### src/rtl/adder_arbiter.sv
// Round-robin arbiter sharing one registered adder among N_REQ requesters.
// Define ADDER_ARBITER_CARRY_EN to add the registered carry-out port rsp_carry.
module adder_arbiter #(
   parameter int WIDTH = 32,
   parameter int N_REQ = 2
) (
   input  logic                   clock,
   input  logic                   reset,
   input  logic [N_REQ-1:0]       req_valid,
   output logic [N_REQ-1:0]       req_ready,
   input  logic [N_REQ*WIDTH-1:0] req_a,
   input  logic [N_REQ*WIDTH-1:0] req_b,
   output logic [N_REQ-1:0]       rsp_valid,
   input  logic [N_REQ-1:0]       rsp_ready,
`ifdef ADDER_ARBITER_CARRY_EN
   output logic                   rsp_carry,
`endif
   output logic [WIDTH-1:0]       rsp_sum
);

   localparam int IDX_W = $clog2(N_REQ);
   localparam logic [N_REQ-1:0] ONE = N_REQ'(1);
   localparam logic [0:0] ST_IDLE = 1'b0;
   localparam logic [0:0] ST_RESP = 1'b1;

   logic [0:0]       state_q, state_d;
   logic [IDX_W-1:0] ptr_q, ptr_d;
   logic [IDX_W-1:0] grant_q, grant_d;
   logic [WIDTH-1:0] sum_q, sum_d;

   logic             found;
   logic [IDX_W-1:0] grant_idx;
   logic [WIDTH-1:0] sel_a, sel_b, sum_acc;
   logic             rsp_take;

`ifdef ADDER_ARBITER_CARRY_EN
   logic carry_q, carry_d, carry_acc;
   assign rsp_carry = carry_q;
`endif

   // First valid requester at or above ptr, wrapping past the top index.
   always_comb begin
      int cand;
      logic [IDX_W-1:0] idx_c;
      found     = 1'b0;
      grant_idx = ptr_q;
      cand      = 0;
      idx_c     = '0;
      for (int k = 0; k < N_REQ; k++) begin
         cand = int'(ptr_q) + k;
         if (cand >= N_REQ) cand = cand - N_REQ;
         idx_c = IDX_W'(cand);
         if (!found && req_valid[idx_c]) begin
            found     = 1'b1;
            grant_idx = idx_c;
         end
      end
   end

   always_comb begin
      sel_a = '0;
      sel_b = '0;
      for (int i = 0; i < N_REQ; i++) begin
         if (IDX_W'(i) == grant_idx) begin
            sel_a = req_a[i*WIDTH +: WIDTH];
            sel_b = req_b[i*WIDTH +: WIDTH];
         end
      end
`ifdef ADDER_ARBITER_CARRY_EN
      {carry_acc, sum_acc} = {1'b0, sel_a} + {1'b0, sel_b};
`else
      sum_acc = sel_a + sel_b;
`endif
   end

   assign rsp_valid = (state_q == ST_RESP) ? (ONE << grant_q) : '0;
   assign rsp_sum   = sum_q;
   assign rsp_take  = |(rsp_valid & rsp_ready);

   // The pointer only advances when a response completes, never on acceptance.
   always_comb begin
      state_d   = state_q;
      ptr_d     = ptr_q;
      grant_d   = grant_q;
      sum_d     = sum_q;
      req_ready = '0;
`ifdef ADDER_ARBITER_CARRY_EN
      carry_d   = carry_q;
`endif
      case (state_q)
         ST_IDLE: begin
            if (found && !reset) begin
               req_ready = ONE << grant_idx;
               grant_d   = grant_idx;
               sum_d     = sum_acc;
`ifdef ADDER_ARBITER_CARRY_EN
               carry_d   = carry_acc;
`endif
               state_d   = ST_RESP;
            end
         end
         default: begin
            if (rsp_take) begin
               state_d = ST_IDLE;
               ptr_d   = (grant_q == IDX_W'(N_REQ - 1)) ? '0 : grant_q + IDX_W'(1);
            end
         end
      endcase
   end

   always_ff @(posedge clock) begin
      if (reset) begin
         state_q <= ST_IDLE;
         ptr_q   <= '0;
         grant_q <= '0;
         sum_q   <= '0;
`ifdef ADDER_ARBITER_CARRY_EN
         carry_q <= 1'b0;
`endif
      end else begin
         state_q <= state_d;
         ptr_q   <= ptr_d;
         grant_q <= grant_d;
         sum_q   <= sum_d;
`ifdef ADDER_ARBITER_CARRY_EN
         carry_q <= carry_d;
`endif
      end
   end

endmodule
### config.mk
export PLATFORM = sky130hd
export DESIGN_NAME = adder_arbiter
export DESIGN_NICKNAME = d
export VERILOG_FILES = /design/src/rtl/adder_arbiter.sv
export SDC_FILE = /design/constraint.sdc
export NUM_CORES = 1
export LEC_CHECK = 0
export ABC_CLOCK_PERIOD_IN_PS = 9360
export BUFFER_PORTS_ARGS = -buffer_cell sky130_fd_sc_hd__buf_2
export CORE_MARGIN = 5
export CORE_UTILIZATION = 51
export CTS_CLUSTER_DIAMETER = 100
export DETAILED_ROUTE_END_ITERATION = 10
export GPL_ROUTABILITY_DRIVEN = 0
export PLACE_DENSITY_LB_ADDON = 0.2
export SLEW_MARGIN = 20
export SYNTH_ARGS = -nofsm -noshare
export SYNTH_HDL_FRONTEND = slang
export SYNTH_SLANG_ARGS = --single-unit
### constraint.sdc
create_clock -name clock -period 9.36 [get_ports clock]
set_input_delay 1.872 -clock clock [delete_from_list [all_inputs] [get_ports clock]]
set_output_delay 1.872 -clock clock [all_outputs]
set_load 0.01 [all_outputs]
==> metrics.txt, run 1 <==
antenna violations before repair=0; Starting DRT DRC Count=119; area post-placement=4380 um2; Max VDD drop=0.0000761 V; most used standard cells in the synthesized netlist=62 x mux2_2, 40 x o21ai_0, 35 x a21oi_1, 35 x dfxtp_1, 33 x nand3_1; RSZ-0062 raised after global routing=no; most frequently used cell type in the post-synthesis netlist=mux2_2; number of failing hold endpoints at the final stage=0; fin crit period=5.53 ns; post-CTS resize count=0; largest fanout of any net on the critical path=65; power spent charging and discharging nets=291 uW; Layout area overhead=28.1%; Net count, final=741; setup bufs post-CTS=0; maximum number of pins on one net before global-route repair=66; fin area=4480 um2; Min-Delay Endpoint=rsp_sum[0]; sequential share of power=27.7%; mean instance size in the synthesized netlist=8.31 um2; flop2flop setup slack=5.21 ns; maximum clock path buffer count=2; final setup violation count=0; global route overflow=0; vias per cell=5.66; placed wire-length estimate after detailed placement=7570 um; htree depth=2; later-pin clock latency in the skew report=0.28 ns; number of library cell types mapped by synthesis=48; per-cell routed wire length=14.4 um; data required time of the critical path=9.55 ns; Final Max Slew Viols=0; share of the core filled with cells=66.7%; # port buffers=169; Top-Level Pins=170; clock group share of total power=16.3%; overall die area=8620 um2; clk slew on worst S/H paths=0.07 ns; number of global-route vias before repair=3729; post-synth top area share=20.0%; biggest area contributors in the synthesized netlist=dfxtp_1 20%, mux2_2 20%, ha_1 11%, o21ai_0 5.7%, a21oi_1 5.0%; switch share=39.5%; Gate power share=56.0%; die span in y=92.8 um; async set or reset register ratio after synthesis=0%; startpoint-to-endpoint class of the critical path=input pin to register; global-route wire length before repair=15800 um; peak clock frequency supported by timing=181 MHz; row cnt=30; clock tree from TritonCTS=done; sequential-to-total area share from yosys stat=20.0%; GR Util All Layers=21.4%; setup slack after placement=3.55 ns; areal power density over the cells=164 nW/um2; DR vias=3716; fraction of final layout cells with drive strength greater than 1=43.2%; Pleak=2.18 nW; Filler Cells Inserted=636; number of antenna cells inserted=0; setup TNS=0 ns; worst path arrival time=5.72 ns; depth of the most critical reg-to-reg path=13; DRT antenna net count=0; Clock Sinks=35; Hold Buf Count CTS=0; Synth area leader=dfxtp_1; number of remaining DRC errors=0; result of the run=completed; worst slew slack as a fraction of its limit=26.5%; CTS Buf Count=5; endpoint of the most critical register-to-register path=rsp_sum[30]; Hold WC Path Type=register to register; floorplan core area=6720 um2; Max Clock Skew=0.00700 ns; net count of the mapped netlist=587; flops & latches, synth=35; synth warn=0; synthesized netlist cell count=421; internal power component=446 uW; Post-Synthesis Cell Area=3500 um2; Setup crit start kind=input pin; slew at the pin closest to its max-slew limit=1.10 ns; reported max-cap violation count=0; Top FF cell, synth=dfxtp_1; launching point of the worst reg2reg path=ptr_q; CTS root buffer=clkbuf_8; initial standard-cell utilization of the core=52.1%; fin worst setup slack=3.83 ns; Worst Hold Depth=2; part of the cycle the worst path needs=59.1%; Worst Setup End Kind=register; launch instance of the worst min-delay path=rsp_sum[0]; die width=92.8 um; Post-synth EDFFs=0; wirelength, routed=9460 um; 1st-pass router iterations=5
[power groups by stage]
stage	clock [mW]	sequential (mW)	combinational [mW]
6_report	0.120	0.204	0.412
3_3_place_gp	0	0.207	0.400
5_1_grt	0.131	0.208	0.460
2_1_floorplan	0	0.222	0.275
3_5_place_dp	0	0.207	0.411
4_1_cts	0.123	0.204	0.414
[flip-flops by register name, summed over array words and instances, names as in the netlist]
signal   flops
rsp_sum     32
grant_q      1
ptr_q        1
state_q      1
[layout make-up]
type	instances	area (um2)	area share, %
Timing Repair Buffer	171	861	19.2
Inverter	7	26.3	0.586
Clock buffer	8	100	2.23
Sequential cell	35	701	15.6
Multi-Input combinational cell	355	2700	60.1
Tap cell	80	100	2.23
[worst max path at each step]
stage,start,endpoint,slack [ns],cells after the start
4_1_cts,req_valid[0],rsp_sum[30],3.79,15
6_report,req_valid[0],rsp_sum[30],3.83,15
5_1_grt,req_valid[0],rsp_sum[30],3.43,15
2_1_floorplan,req_valid[0],rsp_sum[29],4.04,14
3_5_place_dp,req_valid[0],rsp_sum[30],3.55,15
3_3_place_gp,req_valid[0],rsp_sum[30],3.70,15
[through the flow]
stage	hold slack, ns	instances	total power [mW]
floorplan	0.477	421	0.497
global placement	0.446	648	0.607
detailed placement	0.454	648	0.618
CTS	0.463	656	0.741
global route	0.481	656	0.800
finish	0.459	656	0.737
[critical path, stage by stage]
cell and delay (ns):
buf_2 0.13, inv_1 0.06, maj3_2 0.16, buf_4 0.59, mux2_2 0.42, ha_1 0.24, fa_1 0.42, a21oi_1 0.25
o211ai_1 0.14, a31oi_1 0.26, o21ai_0 0.24, a41oi_1 0.41, nor4_1 0.12, o21a_1 0.18, o31ai_1 0.21
[cell usage in the layout, fill, tap and decap left out, types with 8 or more instances in the layout]
master / n
a21oi_1: 35
dfxtp_1: 35
xor2_1: 15
nand2_1: 27
a21o_1: 17
xnor2_1: 9
buf_2: 169
o21ai_0: 40
ha_1: 31
o21a_1: 8
mux2_2: 62
nor2_1: 14
nand3_1: 33
[layer usage]
| metal | vias up | global-route usage (%) | part of all wire [%] |
|---|---|---|---|
| li1 | 1885 | - | - |
| met3 | 7 | 4.87 | 7.4 |
| met1 | 1709 | 23.2 | 40 |
| met4 | 0 | 5.86 | 0.92 |
| met5 | - | 0 | 0 |
| met2 | 115 | 41.0 | 52 |
[cell families (layout without fill, tap and decap cells)]
group / after synthesis / count (layout) / synth area share (%)
flip-flops: 35 / 35 / 20.0
XOR/XNOR: 24 / 24 / 6.01
multiplexers: 64 / 64 / 20.5
buffers and inverters: 31 / 186 / 3.33
AO/OA/AOI/OAI: 137 / 137 / 24.8
adder cells (fa/ha/maj): 33 / 33 / 11.9
AND/OR/NAND/NOR: 97 / 97 / 13.4
Power figures use the tool's default switching activity.
==> run 2, diff against run 1 <==
Settings changed: ABC_CLOCK_PERIOD_IN_PS 9360 to 4900, CORE_UTILIZATION 51 to 43.
Clock period 9.36 ns to 4.9 ns, I/O delays scaled along.
==> run 2 against run 1 <==
  * Die area is 17% higher
  * First-iteration DRC count fell by 27%
  * Global-route usage decreased by 2.8 points
  * Core utilization decreased by 10 points
  * Combinational power up 93%
  * Sequential share of layout area decreased by 0.19 points
  * Via count fell by 0.48%
  * Count of clock-buffer cells in the layout shrank 2
  * Worst hold slack worse by 0.0080 ns
  * Sequential power increased by 92%
  * Cell count up 4.0%
  * Final area grew 1.2%
  * Largest cell class unchanged
  * Highest routed layer unchanged
==> metrics.txt, run 2 (synthesized netlist as in run 1, its figures left out) <==
overall die area=10000 um2 (+17%); fin crit period=4.35 ns; CTS root buffer=clkbuf_8; crit-path leading delay family=compound AO/OA/AOI/OAI gates; final setup violation count=0 (unchanged); global route overflow=0 (unchanged); global-route wire length before repair=15800 um (about the same); die span in y=100 um (+7.9%); CTS Buf Count=5 (unchanged); Max VDD drop=0.000150 V (+97%); crit path buf inv count=3 (unchanged); maximum clock path buffer count=2 (unchanged); filler-free cell count of the finished design=682 (+4.0%); Pleak=2.19 nW (+0.46%); number of gates on the worst path with buffers counted=14 (-1); DRT antenna net count=0 (unchanged); placed wire-length estimate after detailed placement=7920 um (+4.6%); Hold Buf Count CTS=0 (unchanged); reported max-cap violation count=0 (unchanged); result of the run=completed; leading cell type in the layout, fill and taps excluded=buf_2; # port buffers=169 (unchanged); number of remaining DRC errors=0 (unchanged); post-placement cell count=674 (+4.0%); cells along the critical path=buf_2, inv_1, maj3_2, buf_4, mux2_2, ha_1, a21o_1, a2111o_1, a31oi_1, o21ai_0, a41oi_1, nor4_1, o21a_1, o31ai_1; setup bufs post-CTS=0 (unchanged); die width=100 um (+7.9%); Worst Hold Depth=2 (unchanged); htree depth=2 (unchanged); slew at the pin closest to its max-slew limit=1.01 ns (-0.0941 ns); post-CTS resize count=0 (unchanged); startpoint-to-endpoint class of the critical path=input pin to register; worst slew slack as a fraction of its limit=32.4% (+5.9 points); number of flip-flops under the largest register name=32 (unchanged); Setup crit start kind=input pin; Final Max Slew Viols=0 (unchanged); data required time of the critical path=5.11 ns (-4.44 ns); master of the slowest instance on the critical path=a41oi_1; later-pin clock latency in the skew report=0.29 ns (about the same); antenna violations before repair=0 (unchanged); GR Util All Layers=18.6% (-2.8 points); share of the core filled with cells=56.3% (-10 points); Net count, final=743 (+0.27%); fraction of final layout cells with drive strength greater than 1=43.5% (+0.27 points); depth of the most critical reg-to-reg path=12 (-1); peak clock frequency supported by timing=230 MHz; clock tree from TritonCTS=done; Hold WC Path Type=register to register; RSZ-0062 raised after global routing=no; delay of the slowest cell on the worst path=0.43 ns (-0.16 ns); wirelength, routed=9740 um (+3.0%); setup TNS=0 ns (unchanged); Max Clock Skew=0.00563 ns (-0.00136 ns); DR vias=3698 (-0.48%); worst path arrival time=4.56 ns (-1.16 ns); commonest non-fill, non-tap cells in the layout=169 x buf_2, 62 x mux2_2, 40 x o21ai_0; number of global-route vias before repair=3684 (-1.2%); floorplan core area=8050 um2 (+20%); vias per cell=5.42 (-4.3%); areal power density over the cells=310 nW/um2 (+88%); largest fanout of any net on the critical path=38 (-42%); maximum number of pins on one net before global-route repair=48 (-27%); WHS=0.451 ns (-0.00800 ns); Clock Sinks=35 (unchanged); Top-Level Pins=170 (unchanged); Worst Setup End Kind=register; row cnt=33 (+10%); part of the cycle the worst path needs=88.7%; Layout area overhead=29.6%; Starting DRT DRC Count=87 (-27%); number of failing hold endpoints at the final stage=0 (unchanged); number of antenna cells inserted=0 (unchanged); 1st-pass router iterations=4 (-1); per-cell routed wire length=14.3 um (-0.96%); initial standard-cell utilization of the core=43.5% (-8.6 points); clk slew on worst S/H paths=0.08 ns (about the same)
-- run 2: changes by cell type in the layout (fill, tap and decap cells not counted) --
cell	previous run	this run
buf_16	0	1
buf_4	2	3
clkbuf_1	1	0
clkbuf_8	7	6
clkinv_1	0	1
clkinv_2	0	1
inv_1	7	6
-- run 2: tightest hold or removal path, stage by stage (launching register included) --
cell	delay [ns]
dfxtp_1	0.31
nand3_1	0.06
nand2_1	0.04
-- run 2: worst paths after layout --
| check | slack (ns) | to | startpoint |
|---|---|---|---|
| worst max-delay path | 0.55 | rsp_sum[30] | req_valid[0] |
| worst min-delay path | 0.45 | rsp_sum[1] | rsp_sum[1] |
| worst max register to register | 1.01 | rsp_sum[30] | ptr_q |
| worst min register to register | 0.45 | rsp_sum[1] | rsp_sum[1] |
-- run 2: per-layer routing --
metal | up-vias | wire length (um) | global-route usage, %
met1 | 1691 | 3990 | 21.5
met4 | 0 | 151 | 4.77
met5 | - | 0 | 0
met3 | 11 | 786 | 3.54
met2 | 120 | 4810 | 34.7
li1 | 1876 | - | -
-- run 2: where the power goes --
part	total, mW	internal, mW	switching [mW]
Combinational	0.794	0.374	0.419
Sequential	0.391	0.353	0.0377
Clock	0.220	0.110	0.110
-- run 2: layout make-up --
type,instances,area (um2)
Fill cell,779,3510
Multi-Input combinational cell,355,2700
Timing Repair Buffer,173,896
Sequential cell,35,701
Tap cell,105,131
Clock buffer,6,82.6
Inverter,7,26.3
Clock inverter,1,5.00
-- run 2: metrics by stage --
stage / setup slack [ns] / area, um2 / power [mW]
floorplan: 0.474 / 3500 / 0.950
global placement: 0.328 / 4420 / 1.17
detailed placement: 0.242 / 4420 / 1.19
CTS: 0.558 / 4510 / 1.41
global route: 0.322 / 4540 / 1.53
finish: 0.555 / 4540 / 1.40
==> run 3, diff against run 2 <==
Settings changed: CORE_UTILIZATION 43 to 35, GPL_TIMING_DRIVEN set to 0.
==> run 3 against run 2 <==
  * Combinational power rose by 2%
  * Clock skew fell by 0.0031 ns
  * Sequential share of layout area fell by 0.37 points
  * Worst hold slack improved by 0.013 ns
  * Via count rose by 1.9%
  * Clock power rose by 28%
  * First-iteration DRC count rose by 63%
  * Die area rose by 20%
  * Fmax fell by 7.1%
  * Global-route usage fell by 1.8 points
  * Flip-flop and latch count did not move
  * Setup slack got worse by 0.33 ns
  * Largest power group unchanged
  * Highest routed layer unchanged
==> metrics.txt, run 3 (synthesized netlist as in run 1, its figures left out) <==
Worst Setup End Kind=register; setup slack after placement=-0.916 ns (-1.16 ns); result of the run=completed; Worst Hold Depth=2 (unchanged); overall die area=12100 um2 (+20%); dominant cell type by count on the critical path=a21oi_1; number of antenna cells inserted=0 (unchanged); total area of sequential cells=701 um2 (unchanged); DR vias=3767 (+1.9%); master of the slowest instance on the critical path=fa_1; number of global-route vias before repair=3611 (-2.0%); die width=110 um (+9.8%); delay of the slowest cell on the worst path=0.43 ns (about the same); fraction of final layout cells with drive strength greater than 1=42.0% (-1.5 points); later-pin clock latency in the skew report=0.28 ns (about the same); part of the cycle the worst path needs=95.4% (+6.7 points); Layout area overhead=32.8%; die span in y=110 um (+9.8%); commonest non-fill, non-tap cells in the layout=169 x buf_2, 62 x mux2_2, 39 x o21ai_0; flop2flop setup slack=0.70 ns (-0.31 ns); global route overflow=0 (unchanged); global-route wire length before repair=16400 um (+3.8%); peak clock frequency supported by timing=214 MHz (-7.1%); clock tree from TritonCTS=done; depth of the most critical reg-to-reg path=14 (+2); maximum clock path buffer count=2 (unchanged); Pleak=2.22 nW (+1.3%); 1st-pass router iterations=4 (unchanged); # port buffers=169 (unchanged); slew at the pin closest to its max-slew limit=0.735 ns (-0.273 ns); Clock Sinks=35 (unchanged); number of flip-flops under the largest register name=32 (unchanged); htree depth=2 (unchanged); GR Util All Layers=16.7% (-1.8 points); fin crit period=4.68 ns (+0.330 ns); Final Max Slew Viols=0 (unchanged); DRT antenna net count=0 (unchanged); Max VDD drop=0.000120 V (-20%); Max Clock Skew=0.00255 ns (-0.00308 ns); row cnt=36 (+9.1%); antenna violations before repair=0 (unchanged); Setup crit start kind=input pin; number of remaining DRC errors=0 (unchanged); Top-Level Pins=170 (unchanged); vias per cell=5.15 (-5.0%); launch instance of the worst min-delay path=rsp_sum[0]; placed wire-length estimate after detailed placement=8820 um (+11%); launching point of the worst reg2reg path=ptr_q; cells along the critical path=buf_2, inv_1, maj3_1, clkbuf_2, clkbuf_4, mux2_2, ha_1, fa_1, a21oi_1, o211ai_1, a31oi_1, o21ai_1, a21oi_1, o221ai_1, mux2i_1, nand2_1; reported max-cap violation count=0 (unchanged); maximum number of pins on one net before global-route repair=13 (-73%); areal power density over the cells=319 nW/um2 (+3.2%); setup bufs post-CTS=0 (unchanged); setup TNS=0 ns (unchanged); data required time of the critical path=5.08 ns (-0.03 ns); initial standard-cell utilization of the core=35.8% (-7.7 points); wirelength, routed=10600 um (+9.4%); per-cell routed wire length=14.6 um (+2.0%); Net count, final=763 (+2.7%); post-CTS resize count=4 (+4); fin worst setup slack=0.225 ns (-0.330 ns); CTS root buffer=clkbuf_8; worst path arrival time=4.85 ns (+0.29 ns); final setup violation count=0 (unchanged); Hold Buf Count CTS=0 (unchanged); largest fanout of any net on the critical path=10 (-74%); floorplan core area=9770 um2 (+21%); Pwr Total=1.49 mW (+5.7%); Starting DRT DRC Count=142 (+63%); Min-Delay Endpoint=rsp_sum[0]; endpoint of the most critical register-to-register path=rsp_sum[28]; clk slew on worst S/H paths=0.08 ns (about the same); startpoint-to-endpoint class of the critical path=input pin to register; Filler Cells Inserted=987 (+27%); Hold WC Path Type=register to register; worst slew slack as a fraction of its limit=50.7% (+18 points); leading cell type in the layout, fill and taps excluded=buf_2; RSZ-0062 raised after global routing=no; CTS Buf Count=5 (unchanged); number of failing hold endpoints at the final stage=0 (unchanged); multi-input combinational cell area=2690 um2 (-0.19%)
## run 3: critical path: cells and delay by family
family                     cells  cell delay, ns
AOI/OAI and AO/OA              6            1.56
adders and majority gates      3            1.01
buffers and inverters          4            0.72
muxes                          2            0.50
and+or+nand+nor                1            0.06
## run 3: final cells by class
class,instances,share of cell area (%)
Inverter,7,0.565
Tap cell,133,3.58
Multi-Input combinational cell,355,57.9
Sequential cell,35,15.1
Buffer,24,2.10
Timing Repair Buffer,169,18.2
Clock buffer,6,1.78
Clock inverter,2,0.834
## run 3: worst max-delay path by stage
stage                  from     endpoint  slack, ns
6_report       req_valid[0]  rsp_sum[28]       0.22
5_1_grt        req_valid[0]  rsp_sum[29]       0.01
4_1_cts        req_valid[0]  rsp_sum[28]       0.04
3_5_place_dp   req_valid[0]  rsp_sum[30]      -0.92
3_3_place_gp   req_valid[0]  rsp_sum[30]      -0.82
2_1_floorplan  req_valid[0]  rsp_sum[29]       0.47
## run 3: power breakdown
group / total (mW) / internal, mW / leakage [nW] / switching [mW]
registers: 0.393 / 0.353 / 0.290 / 0.0394
logic: 0.810 / 0.371 / 1.87 / 0.439
clock network: 0.282 / 0.167 / 0.0618 / 0.115
## run 3: per-layer routing
| layer | vias to the layer above | wire length [um] | part of all wire (%) | track usage [%] |
|---|---|---|---|---|
| met5 | - | 0 | 0 | 0 |
| met4 | 0 | 76 | 0.71 | 2.76 |
| met3 | 4 | 843 | 7.9 | 3.61 |
| met2 | 119 | 5140 | 48 | 30.8 |
| met1 | 1725 | 4590 | 43 | 20.1 |
| li1 | 1919 | - | - | - |
## run 3: metrics by stage
stage | hold WS (ns) | std cells | instance area, um2 | util [%]
final | 0.464 | 731 | 4650 | 47.6
after global placement | 0.451 | 723 | 4510 | 46.2
after detailed placement | 0.453 | 723 | 4510 | 46.2
after floorplan | 0.477 | 421 | 3500 | -
after global routing | 0.487 | 731 | 4650 | 47.6
after CTS | 0.466 | 731 | 4640 | 47.5
